**config.mk**
```make
export PLATFORM = sky130hd
export DESIGN_NAME = soc_bus_arbiter
export DESIGN_NICKNAME = d
export VERILOG_FILES = /design/src/rtl/soc_bus_arbiter.sv
export SDC_FILE = /design/constraint.sdc
export NUM_CORES = 1
export LEC_CHECK = 0
export BUFFER_PORTS_ARGS = -buffer_cell sky130_fd_sc_hd__buf_4
export CORE_MARGIN = 2
export CORE_UTILIZATION = 45
export CTS_BUF_LIST = sky130_fd_sc_hd__clkbuf_16
export DETAILED_ROUTE_END_ITERATION = 8
export HOLD_SLACK_MARGIN = 0.05
export PLACE_DENSITY = 0.76
export SLEW_MARGIN = 40
export SYNTH_ARGS = -nofsm -noshare
export SYNTH_HDL_FRONTEND = slang
export SYNTH_SLANG_ARGS = --single-unit
```
**constraint.sdc**
```tcl
create_clock -name clk_i -period 2.4 [get_ports clk_i]
set_input_delay 0.24 -clock clk_i [delete_from_list [all_inputs] [get_ports clk_i]]
set_output_delay 0.24 -clock clk_i [all_outputs]
set_load 0.01 [all_outputs]
```
**src/rtl/soc_bus_arbiter.sv**
```systemverilog
// Round-robin arbiter: NUM_MASTERS requesters share one memory slave, one
// transaction at a time, with an optional per-transaction response timeout.
//   state | meaning
//   IDLE  | waiting for any request; arbitrates and captures the winner
//   BUSY  | request presented to the slave; counting towards timeout
//   RESP  | one-cycle completion pulse to the granted master
module soc_bus_arbiter #(
    parameter int NUM_MASTERS = 2,
    parameter int MEM_DEPTH   = 64,
    parameter int DATA_WIDTH  = 32,
    parameter int TIMEOUT     = 16,
    localparam int ADDR_WIDTH = $clog2(MEM_DEPTH)
) (
    input  logic                              clk_i,
    input  logic                              rst_n_i,
    input  logic [NUM_MASTERS-1:0]            m_req_valid_i,
    input  logic [NUM_MASTERS-1:0]            m_we_i,
    input  logic [NUM_MASTERS*ADDR_WIDTH-1:0] m_addr_i,
    input  logic [NUM_MASTERS*DATA_WIDTH-1:0] m_wdata_i,
    output logic [DATA_WIDTH-1:0]             m_rdata_o,
    output logic [NUM_MASTERS-1:0]            m_data_valid_o,
    output logic [NUM_MASTERS-1:0]            m_error_o,
    output logic                              s_req_valid_o,
    output logic                              s_we_o,
    output logic [ADDR_WIDTH-1:0]             s_addr_o,
    output logic [DATA_WIDTH-1:0]             s_wdata_o,
    input  logic [DATA_WIDTH-1:0]             s_rdata_i,
    input  logic                              s_data_valid_i
);
    localparam int GW    = (NUM_MASTERS > 1) ? $clog2(NUM_MASTERS) : 1;
    localparam int CNT_W = (TIMEOUT > 0) ? $clog2(TIMEOUT + 1) : 1;
    localparam logic [CNT_W-1:0] CNT_LAST  = (TIMEOUT > 0) ? CNT_W'(TIMEOUT - 1) : '0;
    localparam logic [GW-1:0]    GRANT_RST = GW'(NUM_MASTERS - 1);

    typedef enum logic [1:0] {IDLE, BUSY, RESP} state_e;

    state_e                state_q, state_d;
    logic [GW-1:0]         grant_q, grant_d;
    logic                  we_q, we_d;
    logic [ADDR_WIDTH-1:0] addr_q, addr_d;
    logic [DATA_WIDTH-1:0] wdata_q, wdata_d;
    logic [CNT_W-1:0]      cnt_q, cnt_d;
    logic [DATA_WIDTH-1:0] rdata_q, rdata_d;
    logic                  err_q, err_d;
    logic                  drop_q, drop_d;

    logic                  hi_found;
    logic [GW-1:0]         hi_idx, lo_idx, winner;
    logic                  sel_we, grant_req;
    logic [ADDR_WIDTH-1:0] sel_addr;
    logic [DATA_WIDTH-1:0] sel_wdata;

    // Lowest requester above the last grant wins; otherwise wrap to the lowest overall.
    always_comb begin
        hi_found = 1'b0;
        hi_idx   = '0;
        lo_idx   = '0;
        for (int i = NUM_MASTERS - 1; i >= 0; i--) begin
            if (m_req_valid_i[i]) begin
                if (i > int'(grant_q)) begin
                    hi_found = 1'b1;
                    hi_idx   = GW'(i);
                end else begin
                    lo_idx = GW'(i);
                end
            end
        end
        winner = hi_found ? hi_idx : lo_idx;
    end

    always_comb begin
        sel_we    = 1'b0;
        sel_addr  = '0;
        sel_wdata = '0;
        grant_req = 1'b0;
        for (int i = 0; i < NUM_MASTERS; i++) begin
            if (GW'(i) == winner) begin
                sel_we    = m_we_i[i];
                sel_addr  = m_addr_i[i*ADDR_WIDTH +: ADDR_WIDTH];
                sel_wdata = m_wdata_i[i*DATA_WIDTH +: DATA_WIDTH];
            end
            if (GW'(i) == grant_q) begin
                grant_req = m_req_valid_i[i];
            end
        end
    end

    always_comb begin
        state_d = state_q;
        grant_d = grant_q;
        we_d    = we_q;
        addr_d  = addr_q;
        wdata_d = wdata_q;
        cnt_d   = cnt_q;
        rdata_d = rdata_q;
        err_d   = err_q;
        drop_d  = drop_q;
        case (state_q)
            IDLE: begin
                if (|m_req_valid_i) begin
                    state_d = BUSY;
                    grant_d = winner;
                    we_d    = sel_we;
                    addr_d  = sel_addr;
                    wdata_d = sel_wdata;
                    cnt_d   = '0;
                    drop_d  = 1'b0;
                end
            end
            BUSY: begin
                // A master that lets go mid-transaction forfeits its completion pulse.
                drop_d = drop_q | ~grant_req;
                if (s_data_valid_i) begin
                    state_d = RESP;
                    rdata_d = we_q ? '0 : s_rdata_i;
                    err_d   = 1'b0;
                end else if (TIMEOUT > 0 && cnt_q == CNT_LAST) begin
                    state_d = RESP;
                    rdata_d = '0;
                    err_d   = 1'b1;
                end else if (TIMEOUT > 0) begin
                    cnt_d = cnt_q + CNT_W'(1);
                end
            end
            RESP:    state_d = IDLE;
            default: state_d = IDLE;
        endcase
    end

    always_ff @(posedge clk_i or negedge rst_n_i) begin
        if (!rst_n_i) begin
            state_q <= IDLE;
            grant_q <= GRANT_RST;
            we_q    <= 1'b0;
            addr_q  <= '0;
            wdata_q <= '0;
            cnt_q   <= '0;
            rdata_q <= '0;
            err_q   <= 1'b0;
            drop_q  <= 1'b0;
        end else begin
            state_q <= state_d;
            grant_q <= grant_d;
            we_q    <= we_d;
            addr_q  <= addr_d;
            wdata_q <= wdata_d;
            cnt_q   <= cnt_d;
            rdata_q <= rdata_d;
            err_q   <= err_d;
            drop_q  <= drop_d;
        end
    end

    always_comb begin
        m_data_valid_o = '0;
        m_error_o      = '0;
        for (int i = 0; i < NUM_MASTERS; i++) begin
            if (state_q == RESP && !drop_q && GW'(i) == grant_q) begin
                m_data_valid_o[i] = 1'b1;
                m_error_o[i]      = err_q;
            end
        end
    end

    assign m_rdata_o     = (state_q == RESP) ? rdata_q : '0;
    assign s_req_valid_o = (state_q == BUSY);
    assign s_we_o        = we_q;
    assign s_addr_o      = addr_q;
    assign s_wdata_o     = wdata_q;

endmodule

```
Word level (Yosys, flattened, before mapping)
Cells that the tools add are included.
{"block": "word_totals", "regBits": 81, "in_bits": 115, "out_inout_bits": 76, "word_cells": 64}
{"block": "op_classes", "n_addsub": 1, "magnitude_cmp": 1, "eq_ne": 7, "muxes": 30, "n_bitwise": 3, "reduce_logical": 13}
{"operator": "32-bit 2-to-1 mux", "count": 5}
{"operator": "1-bit 2-to-1 mux", "count": 15}
{"operator": "5-bit 2-to-1 mux", "count": 3}
{"operator": "5-bit one-hot mux with 2 select lines", "count": 1}
{"operator": "2-bit AND reduction", "count": 4}
{"operator": "2-bit 2-to-1 mux", "count": 3}
{"operator": "6-bit 2-to-1 mux", "count": 1}
{"operator": "2-bit inequality test (second input constant)", "count": 3}
{"operator": "5-bit by 1-bit adder with 5-bit output (second input constant)", "count": 1}
{"operator": "5-bit by 4-bit equality test with 1-bit output (second input constant)", "count": 1}
{"operator": "2-bit one-hot mux with 2 select lines", "count": 1}
{"operator": "4-bit AND reduction", "count": 1}
{"operator": "2-bit nonzero test", "count": 2}
{"operator": "1-bit logical AND", "count": 3}
{"operator": "3-bit by 1-bit inequality test with 1-bit output (second input constant)", "count": 1}
{"operator": "2-bit by 1-bit equality test with 1-bit output (second input constant)", "count": 1}
{"operator": "2-bit equality test (second input constant)", "count": 1}
{"operator": "2-bit logical NOT", "count": 1}
{"operator": "1-bit inverter", "count": 2}
{"operator": "1-bit one-hot mux with 2 select lines", "count": 1}
{"operator": "2-bit OR reduction", "count": 1}
{"operator": "1-bit greater-than comparator (first input constant)", "count": 1}
{"operator": "1-bit logical NOT", "count": 1}
{"operator": "1-bit bitwise OR", "count": 1}

Depth between registers and ports, before layout
Gate-level depths: netlist (run 1).
{"block": "logic_depth", "depth_word": 6, "mapped_depth": 6, "ltp_nobuf": 6}

Worst setup path before layout (run 1)
No wires, ideal clock.
{"block": "synth_timing", "path_type": "reg-to-reg", "start": "reg cnt_q[0]", "end": "reg cnt_q[2]", "setup_ps": 137, "arrival_ps": 1767, "required_ps": 2263, "path_slack_ps": 495, "path_stages_with_launch": 7, "path_buffers": 0, "synth_period_minus_slack_ps": 1905, "cell_sequence": "dfrtp_1 -> ha_1 -> and3_1 -> ha_1 -> or4b_1 -> o21ai_2 -> o221ai_1"}
{"block": "synth_via", "elab_chain_cells": 4, "word_cells_on_any_way": 7, "classes_between": "add/sub: 1; eq/ne: 2; mux: 3; reduce/logical: 1"}
{"element": "from (decl)", "line_no": "42", "rtl": "logic [CNT_W-1:0] cnt_q, cnt_d;"}
{"element": "from (signal assigned)", "line_no": "147", "rtl": "cnt_q <= cnt_d;"}
{"element": "5-bit by 1-bit adder with 5-bit output", "line_no": "122", "rtl": "cnt_d = cnt_q + CNT_W'(1);"}
{"element": "5-bit 2-to-1 mux", "line_no": "117", "rtl": "end else if (TIMEOUT > 0 && cnt_q == CNT_LAST) begin"}
{"element": "5-bit 2-to-1 mux", "line_no": "113", "rtl": "if (s_data_valid_i) begin"}
{"element": "5-bit one-hot mux with 2 select lines", "line_no": "98", "rtl": "case (state_q)"}
Parallel ways exist; a longest one is shown, timed or not. The select of a mux whose other input is x is not followed.
A chain may end at the register's enable or synchronous reset.

Worst setup path in the final report (run 1)
Ends and elaborated chain as after synthesis.

==> flow_summary_export.csv, run 1 <==
group,metric,value,unit
status,status,"completed",
worst_setup_path,crit_start,"cnt_q[0]$_DFFE_PN0P_",
final_layout,final_util,68.3,%
clocking,post_cts_resized,0,
grt,grt_antenna_before_repair,0,
floorplan,io_pins,191,
synth,yosysWarnings,0,
clocking,cts_tree,"done",
timing,hold_viol_final,0,
detailed_routing,drtIter0Drc,159,
detailed_routing,firstDrtPassIters,4,
power,total_power,6.10,mW
worst_setup_path,cp-endpoint,"cnt_q[2]$_DFFE_PN0P_",
synth,synth-edff-count,0,
timing,drv_slew,0,
detailed_routing,wl_per_cell,16.4,um
final_layout,drive_gt1_share,42.6,%
floorplan,die_area,9080,um2
timing,period_minus_slack,2.08,ns
worst_setup_path,startpoint_type,"register",
worst_setup_path,max_stage_delay,0.58,ns
synth,ys_seq_area_share,54.1,%
synth,post_synth_num_cell_types,38,
timing,fin_tns_setup,0,ns
run,drv_cap,0,
timing,timing.fmax,481,MHz
worst_setup_path,required,2.59,ns
floorplan,die_x,95.3,um
grt,grt_util_all_layers,22.9,%
timing,fin_crit_sh,86.7,%
timing,clock_skew,0.00921,ns
floorplan,start_util,46.1,%
worst_setup_path,reg2regPathDepth,6,
timing,tightestPinTransition,0.462,ns
synth,syn_area,3750,um2
grt,grt_pass1_vias,3241,
worst_setup_path,critPathBufInv,0,
final_layout,layout_commonest_cell,"buf_4",
clocking,cts.path.max_buffers,2,
placement,port_buffers,190,
clocking,cts_root_buf,"clkbuf_16",
clocking,cts_setup_buffers,0,
worst_setup_path,r2r_end,"cnt_q[2]$_DFFE_PN0P_",
power,leakage,2.72,nW
detailed_routing,finalWirelength,10.4,mm
timing,setup_viol,0,
final_layout,nFillCells,645,
timing,slew_headroom,68.9,%
clocking,clock_sinks,81,
synth,synthCells,339,
synth,synthArstFlopShare,100,%
detailed_routing,drc,0,
worst_setup_path,path_max_fanout,6,
clocking,clk_pin_slew,0.06,ns
grt,grt-ovfl-total,0,
grt,grt_pass1_wl,16.0,mm
clocking,cts_buffers,9,
worst_setup_path,slowest_stage,"or4b_1",
detailed_routing,vias,3386,
synth,syn_nets,456,
worst_setup_path,worstSetupEndpointType,"register",
worst_setup_path,critical_path.cell_chain,"ha_1, and3_1, ha_1, or4b_1, o21ai_2, o221ai_1",
detailed_routing,avgViaCountPerCell,5.37,
placement,dp_hpwl,7.26,mm
final_layout,n_antenna_cell,0,
final_layout,finalNetCount,638,
grt,grt_max_degree,82,
worst_setup_path,critical_path_class,"register to register",
worst_setup_path,cp_common_cell,"ha_1",
detailed_routing,ant_nets,0,
clocking,insertion_delay,0.33,ns
clocking,htreeDepth,3,
placement,place_congestion,0.817,
timing,rsz0062_at_grt,"false",
worst_setup_path,worst-r2r-setup-slack,0.32,ns
worst_setup_path,path_delay_family,"simple AND/OR/NAND/NOR gates",
final_layout,mostFrequentLayoutCells,"buf_4 (198), dfrtp_1 (80), nand2_1 (40), a2bb2oi_1 (40), a211oi_1 (39)",
worst_setup_path,worstSetupPathDepth,6,
hold_path,hold_path.class,"input pin to register",
synth,ys.flop_type,"dfrtp_1",
worst_setup_path,reg2reg_from,"cnt_q[0]$_DFFE_PN0P_",
floorplan,die_h,95.3,um
synth,ys_ff_latch,81,
floorplan,core_area,8130,um2
final_layout,area_growth,48.1,%
synth,syn_avg_cell_area,11.1,um2
power,p_per_area,1100,nW/um2
hold_path,worstHoldStart,"s_rdata_i[6]",
floorplan,num_rows,33,
power,peakVddDrop,0.518,mV
worst_setup_path,arrival,2.27,ns
## state kept, by name, summed over array words and instances, names as in the netlist
name	count
rdata_q	32
s_addr_o	6
state_q	2
err_q	1
drop_q	1
cnt_q	5
grant_q	1
s_wdata_o	32
s_we_o	1
## worst min path at each step
stage / end / slack (ns) / cells after the start
after floorplan: cnt_q[0]$_DFFE_PN0P_ / -0.06 / 0
after global placement: s_wdata_o[24]$_DFFE_PN0P_ / 0.30 / 2
after detailed placement: s_addr_o[3]$_DFFE_PN0P_ / 0.31 / 2
after CTS: rdata_q[6]$_DFFE_PN0P_ / 0.11 / 2
after global routing: rdata_q[9]$_DFFE_PN0P_ / 0.11 / 2
final: rdata_q[6]$_DFFE_PN0P_ / 0.12 / 2
## area by class of cell
cell class | count | area [um2] | area share, %
sequential | 81 | 2030 | 36.5
multi-input combinational | 219 | 1560 | 28.1
timing repair buffer | 202 | 1540 | 27.8
clock buffer | 9 | 225 | 4.05
tap | 105 | 131 | 2.36
clock inverter | 7 | 38.8 | 0.698
inverter | 8 | 30.0 | 0.540
## worst reg2reg max path: stages, from the launching register on
cell      delay [ns]
dfrtp_1         0.40
ha_1            0.23
and3_1          0.20
ha_1            0.23
or4b_1          0.58
o21ai_2         0.16
o221ai_1        0.15
## power breakdown
group,leakage [nW],switching [mW],internal (mW)
Clock,0.132,0.519,0.688
Sequential,0.988,0.354,1.93
Combinational,1.60,1.21,1.41
## synth_stat cells (3+ instances only)
master,instances,area [um2]
a2bb2oi_1,40,350
o22ai_1,3,18.8
a22o_1,32,280
buf_2,16,80.1
dfrtp_1,80,2000
nand2_1,40,150
a211oi_1,39,293
a21oi_1,4,20.0
inv_1,8,30.0
and2_1,34,213
clkbuf_1,11,41.3
## kinds of logic after synthesis
kind of cell / after synthesis / share of synthesized area, %
buf+inv: 39 / 4.94
fa+ha+maj: 2 / 0.667
simple gates: 89 / 12.6
xor+xnor: 1 / 0.233
flops: 81 / 54.1
compound gates: 126 / 27.2
mux: 1 / 0.267
## stage by stage
step	setup slack [ns]	std cells	cell area [um2]	hold WS, ns
after floorplan	0.495	339	3750	-0.0556
after global placement	0.416	612	5260	0.305
final	0.319	631	5560	0.122
after CTS	0.330	631	5560	0.115
after detailed placement	0.339	614	5280	0.306
after global routing	0.257	631	5560	0.109
## repair_timing
item / 4_1_cts / 5_1_grt
hold buffers: 1 / 0
setup endpoints to repair: 0 / 0
endpoints found under the hold margin: 80 / 0
## layer usage
metal / share of wire [%] / vias to the layer above / track usage [%]
met5: 0 / - / 0
met4: 2.4 / 0 / 10.0
met3: 4.6 / 19 / 4.03
met2: 51 / 105 / 36.7
met1: 42 / 1651 / 30.6
li1: - / 1611 / -
Note: power is estimated with default switching activity, not from simulation.
==> run 2, diff against run 1 <==
ABC_AREA = 1   (was unset)
PLACE_DENSITY = 0.74   (was 0.76)
==> flow_summary_export.csv, run 2 <==
group,metric,value,unit
status,status,"completed",
hold_path,worstHoldStart,"s_data_valid_i",
timing,setup_slack,0.518,ns
timing,hold_slack,0.122,ns
worst_setup_path,critPathBufInv,2,
synth,synthCells,588,
synth,yosysMostFrequentCell,"nand2_1",
placement,place_congestion,0.827,
clocking,cts_root_buf,"clkbuf_16",
timing,period_minus_slack,1.88,ns
floorplan,num_rows,35,
run,drv_cap,0,
power,leakage,3.47,nW
synth,post_synth_num_cell_types,20,
final_layout,drive_gt1_share,28.8,%
placement,post-place-ws,0.511,ns
synth,synth_top_family_by_area,"simple AND/OR/NAND/NOR gates",
clocking,insertion_delay,0.32,ns
worst_setup_path,worstSetupEndpointType,"register",
final_layout,layout_commonest_cell,"buf_4",
worst_setup_path,path_max_fanout,33,
synth,ys.flop_type,"dfrtp_1",
timing,slew_headroom,64.0,%
synth,synth_simple_gate_area_share,31.6,%
floorplan,die_h,101,um
synth,yosysTopAreaCellShare,47.3,%
synth,syn_area,4230,um2
synth,ys_seq_area_share,47.9,%
synth,synth.area.mux_share,0,%
synth,yosysWarnings,0,
worst_setup_path,slowest_stage,"inv_2",
floorplan,die_area,10200,um2
final_layout,n_antenna_cell,0,
detailed_routing,drc,0,
detailed_routing,vias,4214,
final_layout,area_growth,41.0,%
grt,grt-ovfl-total,0,
power,p_per_area,1050,nW/um2
clocking,cts_tree,"done",
grt,grt_pass1_wl,18.7,mm
clocking,holdBufCountCts,1,
grt,grt_antenna_before_repair,0,
worst_setup_path,critical_path_class,"register to register",
worst_setup_path,arrival,2.06,ns
timing,hold_viol_final,0,
detailed_routing,avgViaCountPerCell,4.78,
grt,grt_max_degree,50,
floorplan,die_x,101,um
synth,ys_ff_latch,81,
detailed_routing,firstDrtPassIters,4,
grt,grt_util_all_layers,22.9,%
clocking,clock_sinks,81,
clocking,cts_buffers,9,
synth,yosys.area.top_type,"dfrtp_1",
final_layout,nFillCells,828,
timing,tightestPinTransition,0.539,ns
worst_setup_path,path_delay_family,"buffers and inverters",
detailed_routing,ant_nets,0,
worst_setup_path,critical_path.cell_chain,"ha_1, nand2_1, nor2_1, ha_1, inv_1, nand2_1, nand2_2, inv_2, o21ai_0",
placement,dp_hpwl,8.32,mm
detailed_routing,wl_per_cell,13.0,um
worst_setup_path,crit_start,"cnt_q[0]$_DFFE_PN0P_",
synth,synthArstFlopShare,100,%
timing,fin_tns_setup,0,ns
synth,synth_area_leaders,"dfrtp_1 (47%), nand3_1 (14%), nand2_1 (13%), inv_1 (11%), nor2_1 (3.5%)",
timing,rsz0062_at_grt,"false",
final_layout,final_util,64.9,%
clocking,cts_setup_buffers,0,
worst_setup_path,max_stage_delay,0.42,ns
timing,fin_crit_sh,78.4,%
detailed_routing,drtIter0Drc,162,
clocking,htreeDepth,3,
synth,syn_avg_cell_area,7.19,um2
hold_path,hold_path.class,"input pin to register",
worst_setup_path,startpoint_type,"register",
floorplan,start_util,46.0,%
timing,setup_viol,0,
clocking,cts.path.max_buffers,2,
timing,timing.fmax,531,MHz
synth,syn_nets,705,
detailed_routing,finalWirelength,11.4,mm
worst_setup_path,worst-r2r-setup-slack,0.52,ns
synth,synth_xor_area_share,0,%
placement,port_buffers,190,
floorplan,core_area,9200,um2
floorplan,io_pins,191,
final_layout,mostFrequentLayoutCells,"buf_4 (198), nand2_1 (143), inv_1 (124), nand3_1 (119), dfrtp_1 (80)",
timing,drv_slew,0,
worst_setup_path,reg2reg_from,"cnt_q[0]$_DFFE_PN0P_",
synth,synthTopCellsByCount,"nand2_1 (143), inv_1 (123), nand3_1 (119)",
clocking,post_cts_resized,0,
timing,clock_skew,0.00562,ns
synth,synth-edff-count,0,
final_layout,finalNetCount,883,
synth,synth-adder-area-share,0.592,%
grt,grt_pass1_vias,4077,
synth,synth-compound-area-share,4.14,%
worst_setup_path,required,2.58,ns
clocking,clk_pin_slew,0.06,ns
power,peakVddDrop,0.552,mV
run 2: cell types whose count changed after synthesis, moves of 6 or more:
cell and change:
and2_1 -34, a2bb2oi_1 -40, a211oi_1 -39, nor2_1 +39, a22o_1 -32, clkbuf_1 -7, o21ai_1 +30, nand2_1 +103
nand3_1 +118, inv_1 +115, buf_4 +6
run 2: per-layer routing:
| layer | track usage, % | routed length, um | part of all wire (%) |
|---|---|---|---|
| met1 | 29.5 | 4900 | 43 |
| met2 | 37.7 | 5410 | 47 |
| met3 | 5.20 | 930 | 8.1 |
| met4 | 8.52 | 201 | 1.8 |
| met5 | 0 | 0 | 0 |
run 2: logic make-up (layout without fill, tap and decap cells):
family / Yosys count / in the layout
simple gates: 310 / 310
compound gates: 35 / 35
flops: 81 / 81
fa+ha+maj: 2 / 2
buf+inv: 160 / 342
run 2: per-stage QoR:
step / instance area, um2 / power (mW) / std cells
after global placement: 5700 / 5.05 / 865
final: 5960 / 6.27 / 881
after global routing: 5960 / 6.76 / 881
after CTS: 5960 / 6.33 / 881
after floorplan: 4230 / 3.93 / 588
after detailed placement: 5700 / 5.12 / 865
run 2: worst paths after layout:
| kind | to | cells after the start |
|---|---|---|
| worst max register to register | rdata_q[25]$_DFFE_PN0P_ | 9 |
| min in group asynchronous | rdata_q[7]$_DFFE_PN0P_ | 2 |
| worst min register to register | s_wdata_o[6]$_DFFE_PN0P_ | 2 |
| worst min-delay path | err_q$_DFFE_PN0P_ | 2 |
| max in group asynchronous | grant_q$_DFFE_PN1P_ | 3 |
| worst max-delay path | rdata_q[25]$_DFFE_PN0P_ | 9 |
run 2: final cells by class:
| type | instances | area, um2 | share of cell area, % |
|---|---|---|---|
| flip-flops and latches | 81 | 2030 | 34.0 |
| repair buffers | 201 | 1540 | 25.8 |
| multi-input cells | 347 | 1540 | 25.7 |
| inverters | 126 | 473 | 7.93 |
| clock buffers | 9 | 225 | 3.78 |
| well taps | 111 | 139 | 2.33 |
| clock inverters | 6 | 27.5 | 0.462 |
run 2: where the power goes:
group          internal [mW]  switching [mW]  leakage (nW)
Sequential              2.01           0.324          1.02
Clock                  0.679           0.496         0.133
Combinational           1.16            1.60          2.32
